`src/rtl/control_sequencer.sv`:
```
// control_sequencer: hardwired fetch/decode/execute FSM for the ARC-style
// datapath. It drives register selects, ALU op and memory strobes, and
// handshakes with memory through RD/WR and MemReady.
// Optional build macro CONTROL_SEQUENCER_ILLEGAL_TRAP_EN: illegal opcodes
// trap to HALT with a sticky Error flag. Without it, they execute as NOPs.
module control_sequencer #(
  parameter int DATAWIDTH_SELECTION     = 6,
  parameter int DATAWIDTH_DECODEROP     = 8,
  parameter int DATAWIDTH_ALU_SELECTION = 4,
  parameter logic [DATAWIDTH_SELECTION-1:0] ADDR_PC    = DATAWIDTH_SELECTION'(32),
  parameter logic [DATAWIDTH_SELECTION-1:0] ADDR_IR    = DATAWIDTH_SELECTION'(33),
  parameter logic [DATAWIDTH_SELECTION-1:0] ADDR_TEMP0 = DATAWIDTH_SELECTION'(34)
) (
  input  logic                               CONTROL_SEQUENCER_CLOCK_50,
  input  logic                               CONTROL_SEQUENCER_ResetInLow_In,
  input  logic [DATAWIDTH_DECODEROP-1:0]     CONTROL_SEQUENCER_DecodeOP_InBus,
  input  logic                               CONTROL_SEQUENCER_IR13_In,
  input  logic                               CONTROL_SEQUENCER_ConditionCode_In,
  input  logic                               CONTROL_SEQUENCER_MemReady_In,
  output logic [DATAWIDTH_SELECTION-1:0]     CONTROL_SEQUENCER_DirA_OutBus,
  output logic [DATAWIDTH_SELECTION-1:0]     CONTROL_SEQUENCER_DirB_OutBus,
  output logic [DATAWIDTH_SELECTION-1:0]     CONTROL_SEQUENCER_DirC_OutBus,
  output logic                               CONTROL_SEQUENCER_SelectA_Out,
  output logic                               CONTROL_SEQUENCER_SelectB_Out,
  output logic                               CONTROL_SEQUENCER_SelectC_Out,
  output logic [DATAWIDTH_ALU_SELECTION-1:0] CONTROL_SEQUENCER_ALUOp_OutBus,
  output logic                               CONTROL_SEQUENCER_MuxMem_Out,
  output logic                               CONTROL_SEQUENCER_RD_Out,
  output logic                               CONTROL_SEQUENCER_WR_Out,
  output logic [3:0]                         CONTROL_SEQUENCER_State_OutBus,
  output logic                               CONTROL_SEQUENCER_Error_Out
);

  localparam logic [3:0] S_FETCH   = 4'd0;
  localparam logic [3:0] S_DECODE  = 4'd1;
  localparam logic [3:0] S_SIMM    = 4'd2;
  localparam logic [3:0] S_ALU     = 4'd3;
  localparam logic [3:0] S_ADDR    = 4'd4;
  localparam logic [3:0] S_LOAD    = 4'd5;
  localparam logic [3:0] S_STORE   = 4'd6;
  localparam logic [3:0] S_BRANCH  = 4'd7;
  localparam logic [3:0] S_BRTAKE1 = 4'd8;
  localparam logic [3:0] S_BRTAKE2 = 4'd9;
  localparam logic [3:0] S_PCINC   = 4'd10;
  localparam logic [3:0] S_HALT    = 4'd15;

  localparam logic [DATAWIDTH_ALU_SELECTION-1:0] ALU_ANDCC   = 4'b0000;
  localparam logic [DATAWIDTH_ALU_SELECTION-1:0] ALU_ORCC    = 4'b0001;
  localparam logic [DATAWIDTH_ALU_SELECTION-1:0] ALU_ORNCC   = 4'b0010;
  localparam logic [DATAWIDTH_ALU_SELECTION-1:0] ALU_ADDCC   = 4'b0011;
  localparam logic [DATAWIDTH_ALU_SELECTION-1:0] ALU_SRL     = 4'b0100;
  localparam logic [DATAWIDTH_ALU_SELECTION-1:0] ALU_ADD     = 4'b1000;
  localparam logic [DATAWIDTH_ALU_SELECTION-1:0] ALU_LSHIFT2 = 4'b1001;
  localparam logic [DATAWIDTH_ALU_SELECTION-1:0] ALU_SEXT13  = 4'b1100;
  localparam logic [DATAWIDTH_ALU_SELECTION-1:0] ALU_INCPC   = 4'b1110;

  localparam logic [DATAWIDTH_SELECTION-1:0] DIR_NONE = '0;

  logic [3:0] state_q, state_d;
  logic       use_temp_q, use_temp_d;
  logic       mem_class_q, mem_class_d;

  logic [1:0] op;
  logic [5:0] op3;
  logic [2:0] op2;
  logic       is_alu, is_mem, is_br, is_illegal;
  logic       rd_raw, wr_raw;

  // Instruction classification from the opcode fields of the current IR
  always_comb begin
    op     = CONTROL_SEQUENCER_DecodeOP_InBus[7:6];
    op3    = CONTROL_SEQUENCER_DecodeOP_InBus[5:0];
    op2    = CONTROL_SEQUENCER_DecodeOP_InBus[2:0];
    is_alu = (op == 2'b10) &&
             ((op3 == 6'b010000) || (op3 == 6'b010001) || (op3 == 6'b010010) ||
              (op3 == 6'b010110) || (op3 == 6'b100110));
    is_mem = (op == 2'b11) && ((op3 == 6'b000000) || (op3 == 6'b000100));
    is_br  = (op == 2'b00) && (op2 == 3'b010);
    is_illegal = !(is_alu || is_mem || is_br);
  end

  function automatic logic [DATAWIDTH_ALU_SELECTION-1:0] alu_sel(input logic [5:0] f3);
    case (f3)
      6'b010000: alu_sel = ALU_ADDCC;
      6'b010001: alu_sel = ALU_ANDCC;
      6'b010010: alu_sel = ALU_ORCC;
      6'b010110: alu_sel = ALU_ORNCC;
      6'b100110: alu_sel = ALU_SRL;
      default:   alu_sel = ALU_ADD;
    endcase
  endfunction

  // Next-state, operand-source flag and instruction-class bookkeeping
  always_comb begin
    state_d     = state_q;
    use_temp_d  = use_temp_q;
    mem_class_d = mem_class_q;
    case (state_q)
      S_FETCH:  if (CONTROL_SEQUENCER_MemReady_In) state_d = S_DECODE;
      S_DECODE: begin
        mem_class_d = is_mem;
        if (is_alu)      state_d = CONTROL_SEQUENCER_IR13_In ? S_SIMM : S_ALU;
        else if (is_mem) state_d = CONTROL_SEQUENCER_IR13_In ? S_SIMM : S_ADDR;
        else if (is_br)  state_d = S_BRANCH;
        else begin
`ifdef CONTROL_SEQUENCER_ILLEGAL_TRAP_EN
          state_d = S_HALT;
`else
          state_d = S_PCINC;
`endif
        end
      end
      S_SIMM: begin
        use_temp_d = 1'b1;
        state_d    = mem_class_q ? S_ADDR : S_ALU;
      end
      S_ALU:     state_d = S_PCINC;
      S_ADDR:    state_d = (op3 == 6'b000000) ? S_LOAD : S_STORE;
      S_LOAD:    if (CONTROL_SEQUENCER_MemReady_In) state_d = S_PCINC;
      S_STORE:   if (CONTROL_SEQUENCER_MemReady_In) state_d = S_PCINC;
      S_BRANCH:  state_d = CONTROL_SEQUENCER_ConditionCode_In ? S_BRTAKE1 : S_PCINC;
      S_BRTAKE1: state_d = S_BRTAKE2;
      S_BRTAKE2: state_d = S_FETCH;
      S_PCINC: begin
        use_temp_d = 1'b0;
        state_d    = S_FETCH;
      end
      S_HALT:    state_d = S_HALT;
      default:   state_d = S_FETCH;
    endcase
  end

  // State and flag registers, cleared asynchronously by the low reset
  always_ff @(posedge CONTROL_SEQUENCER_CLOCK_50 or negedge CONTROL_SEQUENCER_ResetInLow_In) begin
    if (!CONTROL_SEQUENCER_ResetInLow_In) begin
      state_q     <= S_FETCH;
      use_temp_q  <= 1'b0;
      mem_class_q <= 1'b0;
    end else begin
      state_q     <= state_d;
      use_temp_q  <= use_temp_d;
      mem_class_q <= mem_class_d;
    end
  end

`ifdef CONTROL_SEQUENCER_ILLEGAL_TRAP_EN
  logic error_q, error_d;

  // Sticky illegal-opcode flag, only reset clears it
  always_comb begin
    error_d = error_q | ((state_q == S_DECODE) && is_illegal);
  end

  // Error flag register
  always_ff @(posedge CONTROL_SEQUENCER_CLOCK_50 or negedge CONTROL_SEQUENCER_ResetInLow_In) begin
    if (!CONTROL_SEQUENCER_ResetInLow_In) error_q <= 1'b0;
    else                                  error_q <= error_d;
  end

  assign CONTROL_SEQUENCER_Error_Out = error_q;
`else
  logic unused_illegal;
  assign unused_illegal              = is_illegal;
  assign CONTROL_SEQUENCER_Error_Out = 1'b0;
`endif

  // Moore output decode from the registered state
  always_comb begin
    CONTROL_SEQUENCER_DirA_OutBus  = DIR_NONE;
    CONTROL_SEQUENCER_DirB_OutBus  = DIR_NONE;
    CONTROL_SEQUENCER_DirC_OutBus  = DIR_NONE;
    CONTROL_SEQUENCER_SelectA_Out  = 1'b1;
    CONTROL_SEQUENCER_SelectB_Out  = 1'b1;
    CONTROL_SEQUENCER_SelectC_Out  = 1'b1;
    CONTROL_SEQUENCER_ALUOp_OutBus = ALU_ADD;
    CONTROL_SEQUENCER_MuxMem_Out   = 1'b0;
    rd_raw                         = 1'b0;
    wr_raw                         = 1'b0;
    case (state_q)
      S_FETCH: begin
        CONTROL_SEQUENCER_DirA_OutBus = ADDR_PC;
        CONTROL_SEQUENCER_DirC_OutBus = ADDR_IR;
        CONTROL_SEQUENCER_MuxMem_Out  = 1'b1;
        rd_raw                        = 1'b1;
      end
      S_SIMM: begin
        CONTROL_SEQUENCER_DirB_OutBus  = ADDR_IR;
        CONTROL_SEQUENCER_DirC_OutBus  = ADDR_TEMP0;
        CONTROL_SEQUENCER_ALUOp_OutBus = ALU_SEXT13;
      end
      S_ALU: begin
        CONTROL_SEQUENCER_SelectA_Out  = 1'b0;
        CONTROL_SEQUENCER_SelectB_Out  = use_temp_q;
        CONTROL_SEQUENCER_DirB_OutBus  = use_temp_q ? ADDR_TEMP0 : DIR_NONE;
        CONTROL_SEQUENCER_SelectC_Out  = 1'b0;
        CONTROL_SEQUENCER_ALUOp_OutBus = alu_sel(op3);
      end
      S_ADDR: begin
        CONTROL_SEQUENCER_SelectA_Out = 1'b0;
        CONTROL_SEQUENCER_SelectB_Out = use_temp_q;
        CONTROL_SEQUENCER_DirB_OutBus = use_temp_q ? ADDR_TEMP0 : DIR_NONE;
        CONTROL_SEQUENCER_DirC_OutBus = ADDR_TEMP0;
      end
      S_LOAD: begin
        CONTROL_SEQUENCER_DirA_OutBus = ADDR_TEMP0;
        CONTROL_SEQUENCER_SelectC_Out = 1'b0;
        CONTROL_SEQUENCER_MuxMem_Out  = 1'b1;
        rd_raw                        = 1'b1;
      end
      S_STORE: begin
        CONTROL_SEQUENCER_DirA_OutBus = ADDR_TEMP0;
        CONTROL_SEQUENCER_SelectB_Out = 1'b0;
        wr_raw                        = 1'b1;
      end
      S_BRTAKE1: begin
        CONTROL_SEQUENCER_DirB_OutBus  = ADDR_IR;
        CONTROL_SEQUENCER_DirC_OutBus  = ADDR_TEMP0;
        CONTROL_SEQUENCER_ALUOp_OutBus = ALU_LSHIFT2;
      end
      S_BRTAKE2: begin
        CONTROL_SEQUENCER_DirA_OutBus = ADDR_PC;
        CONTROL_SEQUENCER_DirB_OutBus = ADDR_TEMP0;
        CONTROL_SEQUENCER_DirC_OutBus = ADDR_PC;
      end
      S_PCINC: begin
        CONTROL_SEQUENCER_DirA_OutBus  = ADDR_PC;
        CONTROL_SEQUENCER_DirC_OutBus  = ADDR_PC;
        CONTROL_SEQUENCER_ALUOp_OutBus = ALU_INCPC;
      end
      S_HALT:  ;
      default: ;
    endcase
  end

  // Strobes drop the moment reset is asserted, without waiting for a clock
  assign CONTROL_SEQUENCER_RD_Out       = rd_raw & CONTROL_SEQUENCER_ResetInLow_In;
  assign CONTROL_SEQUENCER_WR_Out       = wr_raw & CONTROL_SEQUENCER_ResetInLow_In;
  assign CONTROL_SEQUENCER_State_OutBus = state_q;

endmodule

```
`config.mk`:
```
export PLATFORM = sky130hd
export DESIGN_NAME = control_sequencer
export DESIGN_NICKNAME = d
export VERILOG_FILES = /design/src/rtl/control_sequencer.sv
export SDC_FILE = /design/constraint.sdc
export NUM_CORES = 1
export LEC_CHECK = 0
export CAP_MARGIN = 20
export CORE_UTILIZATION = 44
export DETAILED_ROUTE_END_ITERATION = 12
export PLACE_DENSITY = 0.95
export SLEW_MARGIN = 20
export SYNTH_ARGS = -nofsm -noshare
export SYNTH_HDL_FRONTEND = slang
export SYNTH_SLANG_ARGS = --single-unit
```
`constraint.sdc`:
```
create_clock -name CONTROL_SEQUENCER_CLOCK_50 -period 4.2 [get_ports CONTROL_SEQUENCER_CLOCK_50]
set_clock_uncertainty 0.2 [all_clocks]
set_input_delay 0.84 -clock CONTROL_SEQUENCER_CLOCK_50 [delete_from_list [all_inputs] [get_ports CONTROL_SEQUENCER_CLOCK_50]]
set_output_delay 0.84 -clock CONTROL_SEQUENCER_CLOCK_50 [all_outputs]
set_load 0.01 [all_outputs]
```
# After elaboration in Yosys (flattened, before gate mapping)

Cells that the tools add are included.
W data, S select, Z words.

Multiply operators: 0
Divide/modulo/power cells: 0
Eq/ne operators: 22
Bitwise gates (word level): 2
Multiplexer cells: 23
Shift operators: 0
Reduce and logical (&&, ||, !) cells: 21
$add $sub $neg: 0
Order comparisons: 0

Operator list:

| cell                 | number |
|---|---|
| $pmux W4 S9          | 1 |
| $pmux W6 S3          | 2 |
| $eq A6 B5 Y1 const B | 4 |
| $mux W4              | 5 |
| $pmux W4 S5          | 1 |
| $eq A4 B3 Y1 const B | 4 |
| $eq A4 B4 Y1 const B | 4 |
| $pmux W4 S4          | 1 |
| $pmux W6 S2          | 1 |
| $reduce_or A2 Y1     | 6 |
| $eq A4 B2 Y1 const B | 2 |
| $eq A6 B3 Y1 const B | 1 |
| $eq A6 B6 Y1 const B | 1 |
| $logic_not A6 Y1     | 1 |
| $mux W3              | 2 |
| $mux W6              | 1 |
| $reduce_or A3 Y1     | 2 |
| $logic_or A1 B1 Y1   | 5 |
| $mux W1              | 5 |
| $eq A2 B2 Y1 const B | 2 |
| $eq A4 B1 Y1 const B | 1 |
| $logic_not A4 Y1     | 1 |
| $mux W2              | 2 |
| $pmux W1 S2          | 2 |
| other kinds (8)      | 11 |

ROM bits: 0
Latch bits: 0
Bits of input ports: 13
Register bits: 6
Logic and storage cells: 71
Memories kept: 0
RAM bits: 0

# Depth between registers and ports, before layout

Depth after elaboration: 8
Gate-level depth with buffers: 6

# Worst setup path after synthesis

OpenSTA, ideal clock, no wires.

Path type: input to output
From: input port CONTROL_SEQUENCER_DecodeOP_InBus[5]
To: output port CONTROL_SEQUENCER_ALUOp_OutBus[0]
Stages on the path: 4
Data arrival time: 1.596 ns
Setup slack: 1.564 ns
Cell sequence: nand2b_4 > nor4_1 > nand3b_1 > a21oi_1

Cells in the longest elaborated chain, start to end: 3

RTL lines:

| item                                                | RTL line | text |
|---|---|---|
| start, declared                                     | 16       | `input logic [DATAWIDTH_DECODEROP-1:0] CONTROL_SEQUENCER_DecodeOP_InBus,` |
| $eq A6 B6 Y1 / $eq A6 B5 Y1 (equally long branches) | 83       | `case (f3)` |
| $pmux W4 S5 (*)                                     | 83       |  |
| $pmux W4 S4 (*)                                     | 179      | `case (state_q)` |
| end, declared                                       | 26       | `output logic [DATAWIDTH_ALU_SELECTION-1:0] CONTROL_SEQUENCER_ALUOp_OutBus,` |

Mark *: on every way between the ends. The rest lies on a longest branch, timed or not.

# Final worst setup path

From: input port CONTROL_SEQUENCER_DecodeOP_InBus[4]
To: output port CONTROL_SEQUENCER_ALUOp_OutBus[0]

Same word-level chain as after synthesis.

==> run metrics <==
outcome complete, no violations; worst-skew pair later-pin latency 0.25 ns; Synth Instances 142; Final Hold Vio Count 0; Initial Util 0.4773; clk sinks 6; Seq/Total Area, Yosys 0.1587; Worst VDD drop 0.3611 mV; CP cell instances clkdlybuf4s50_1 > nand2b_4 > nor4_1 > nand3b_1 > a21oi_1 > clkdlybuf4s50_1; synth unique cells 40; core area 0.001982 mm²; H-tree depth 1; Yosys top cell area share 0.1587; tightest hold margin 0.3246 ns; Setup crit end kind output port; cell taking the most area after synthesis dfrtp_1; most frequent cell on the critical path clkdlybuf4s50_1; max-cap violations 0; Die ar. 0.002339 mm²; Post-Syn Area 945.9 µm²; Max Slew Vio Count 0; Reg clk slew, reported paths 0.04 ns; grt ovf 0; RR Startpoint CONTROL_SEQUENCER_State_OutBus[0]$_DFFE_PN0P_; fin crit period 3.668 ns; Arr. time, crit path 2.63 ns; WS Path Type in2out; path depth of the worst reg2reg path 5; area delta synth->final 33.73%; CP Data Required Time 3.16 ns; setup ws final 0.5321 ns; first-pass GRT wire length 4388 µm; combinational power share 0.743; setup_tns 0 ns; final HPWL from detailed placement 2025 µm; 1st-iter DRT viols 36; width of the die 48.37 µm; Final Instance Area 0.001265 mm²; leakage power 0.4734 nW; clock group share of total power 0.073; actual slew at the worst max-slew pin 0.6398 ns; antenna cells 0; Die H 48.37 µm; Critical R2R Capture CONTROL_SEQUENCER_State_OutBus[3]$_DFFE_PN0P_; Tot Pwr 0.7647 mW; slowest stage delay, CP 0.56 ns; CTS resizes 0; RSZ-0062 raised after global routing false; Slew HR 0.5735; Min-Delay Endpoint mem_class_q$_DFFE_PN0P_; Setup Viol. Count Final 0; total setup buffers inserted after CTS 0; post-route DRC violation count 0; Hold Crit Class reg2reg; Final nets 185; Total Wirelength 2639 µm; largest net degree at the start of global routing 25; GRT Total Usage 0.2346; WL per Instance 13.40 µm; fmax 272.6 MHz; Synth Register Bits 6; YS warnings 0; boundary pin count 46; layout cell share with drive strength beyond 1 0.07647; origin of the worst min-delay path mem_class_q$_DFFE_PN0P_; total CTS buffers 3; Pre-antenna DRT Iters 4; Reg2Reg Setup Slack 2.21 ns; Via Count 1149; Post-Place Setup Slack 0.5260 ns; sequential share of power 0.184; CTS Root Cell clkbuf_4; CTS Hold Bufs 0; CTS tree done; row cnt 16; Post-DRT Antenna Nets 0; crit path max-delay cell type clkdlybuf4s50_1; vias in the first global route 1021; syn_area_per_cell 6.661 µm²; CP max FO 4; startpoint type of the worst setup path input pin; initial antenna violation count 0; Via density 5.832; top cells by area, synth dfrtp_1, nor2_1, buf_4; Power Density 604.5 mW/mm²; clock buffer depth 2; Cells on Worst Hold Path 2; internal power 0.4008 mW; crit share post-route 0.8733; I/O Buffers 34; Post-DP Area 0.001242 mm²; gpl congestion 0.8839; Net Sw Power 0.3639 mW; switching share of total power 0.4759
## through the flow
step | std cells | util
after floorplan | 152 | -
after global placement | 194 | 0.6269
after detailed placement | 194 | 0.6269
after CTS | 197 | 0.6383
after global routing | 197 | 0.6383
final | 197 | 0.6383
## cell families (layout without fill, tap and decap cells)
logic type | count (synthesis) | in the layout | synth area share
other cells | 1 | 11 | 0.003964
simple gates | 66 | 66 | 0.3743
flops | 6 | 6 | 0.1587
buf+inv | 23 | 41 | 0.1455
compound gates | 42 | 42 | 0.2804
xor+xnor | 4 | 4 | 0.03704
## critical path: cells and delay by family
kind	cells	cell delay, ns
buf+inv	2	1.11
compound gates	1	0.16
simple gates	3	0.52
## cells in the mapped netlist (all sizes together)
library cell / number
o221ai: 3
a31oi: 2
nand3b: 3
dfrtp: 6
xor2: 1
nand4: 1
nor4bb: 1
o31ai: 1
a21oi: 12
a211oi: 4
o21a: 1
clkbuf: 1
inv: 2
o21ai: 13
nand2b: 9
nor2: 23
and3: 2
a22oi: 1
nor3: 4
and2: 1
or3: 2
nand2: 8
o32ai: 1
xnor2: 3
o211ai: 2
o21bai: 1
and4b: 1
or2: 5
nor4: 5
a41oi: 1
nand3: 1
conb: 1
buf: 20
## sequential cells by signal, indices dropped and copies added, names as in the netlist
signal / count
CONTROL_SEQUENCER_State_OutBus: 4
mem_class_q: 1
use_temp_q: 1
## worst max-delay path by stage
stage                                                    from                                 to  slack, ns  depth (start not counted)
after detailed placement  CONTROL_SEQUENCER_DecodeOP_InBus[4]  CONTROL_SEQUENCER_ALUOp_OutBus[0]       0.53                          6
after global routing      CONTROL_SEQUENCER_DecodeOP_InBus[4]  CONTROL_SEQUENCER_ALUOp_OutBus[0]       0.40                          6
after floorplan           CONTROL_SEQUENCER_DecodeOP_InBus[5]  CONTROL_SEQUENCER_ALUOp_OutBus[0]       1.56                          4
after CTS                 CONTROL_SEQUENCER_DecodeOP_InBus[4]  CONTROL_SEQUENCER_ALUOp_OutBus[0]       0.52                          6
final                     CONTROL_SEQUENCER_DecodeOP_InBus[4]  CONTROL_SEQUENCER_ALUOp_OutBus[0]       0.53                          6
after global placement    CONTROL_SEQUENCER_DecodeOP_InBus[4]  CONTROL_SEQUENCER_ALUOp_OutBus[0]       0.57                          6
## power by group through the flow
| stage | registers, mW | clock network [mW] | logic, mW |
|---|---|---|---|
| after CTS | 0.140 | 0.0585 | 0.566 |
| after detailed placement | 0.141 | 0 | 0.563 |
| after global routing | 0.147 | 0.0622 | 0.613 |
| after global placement | 0.139 | 0 | 0.545 |
| final | 0.141 | 0.0558 | 0.568 |
| after floorplan | 0.0953 | 0 | 0.375 |
## layout by cell type (no fill, tap or decap), types with 3 or more instances in the layout
| cell | instances |
|---|---|
| xnor2_1 | 3 |
| nand2b_1 | 8 |
| clkdlybuf4s50_1 | 34 |
| o21ai_0 | 13 |
| clkbuf_4 | 3 |
| o221ai_1 | 3 |
| nand2_1 | 8 |
| or2_2 | 4 |
| a211oi_1 | 3 |
| nor4_1 | 4 |
| dfrtp_1 | 6 |
| a21oi_1 | 11 |
| nor2_1 | 23 |
| conb_1 | 11 |
| nand3b_1 | 3 |
| nor3_1 | 4 |
## per-layer routing
layer,vias to the layer above,track usage,routed length (µm)
met3,6,0.05660,252
met1,517,0.2816,1023
met5,-,0,0
li1,547,-,-
met4,0,0.08824,69
met2,79,0.4038,1294
## cell type report
type,instances,area (µm²)
flip-flops and latches,6,150.1
fillers,175,716.9
inverters,2,7.507
repair buffers,36,355.3
well taps,27,33.78
clock buffers,3,22.52
multi-input cells,123,695.7
No activity file was read; power rests on OpenSTA's default activity.
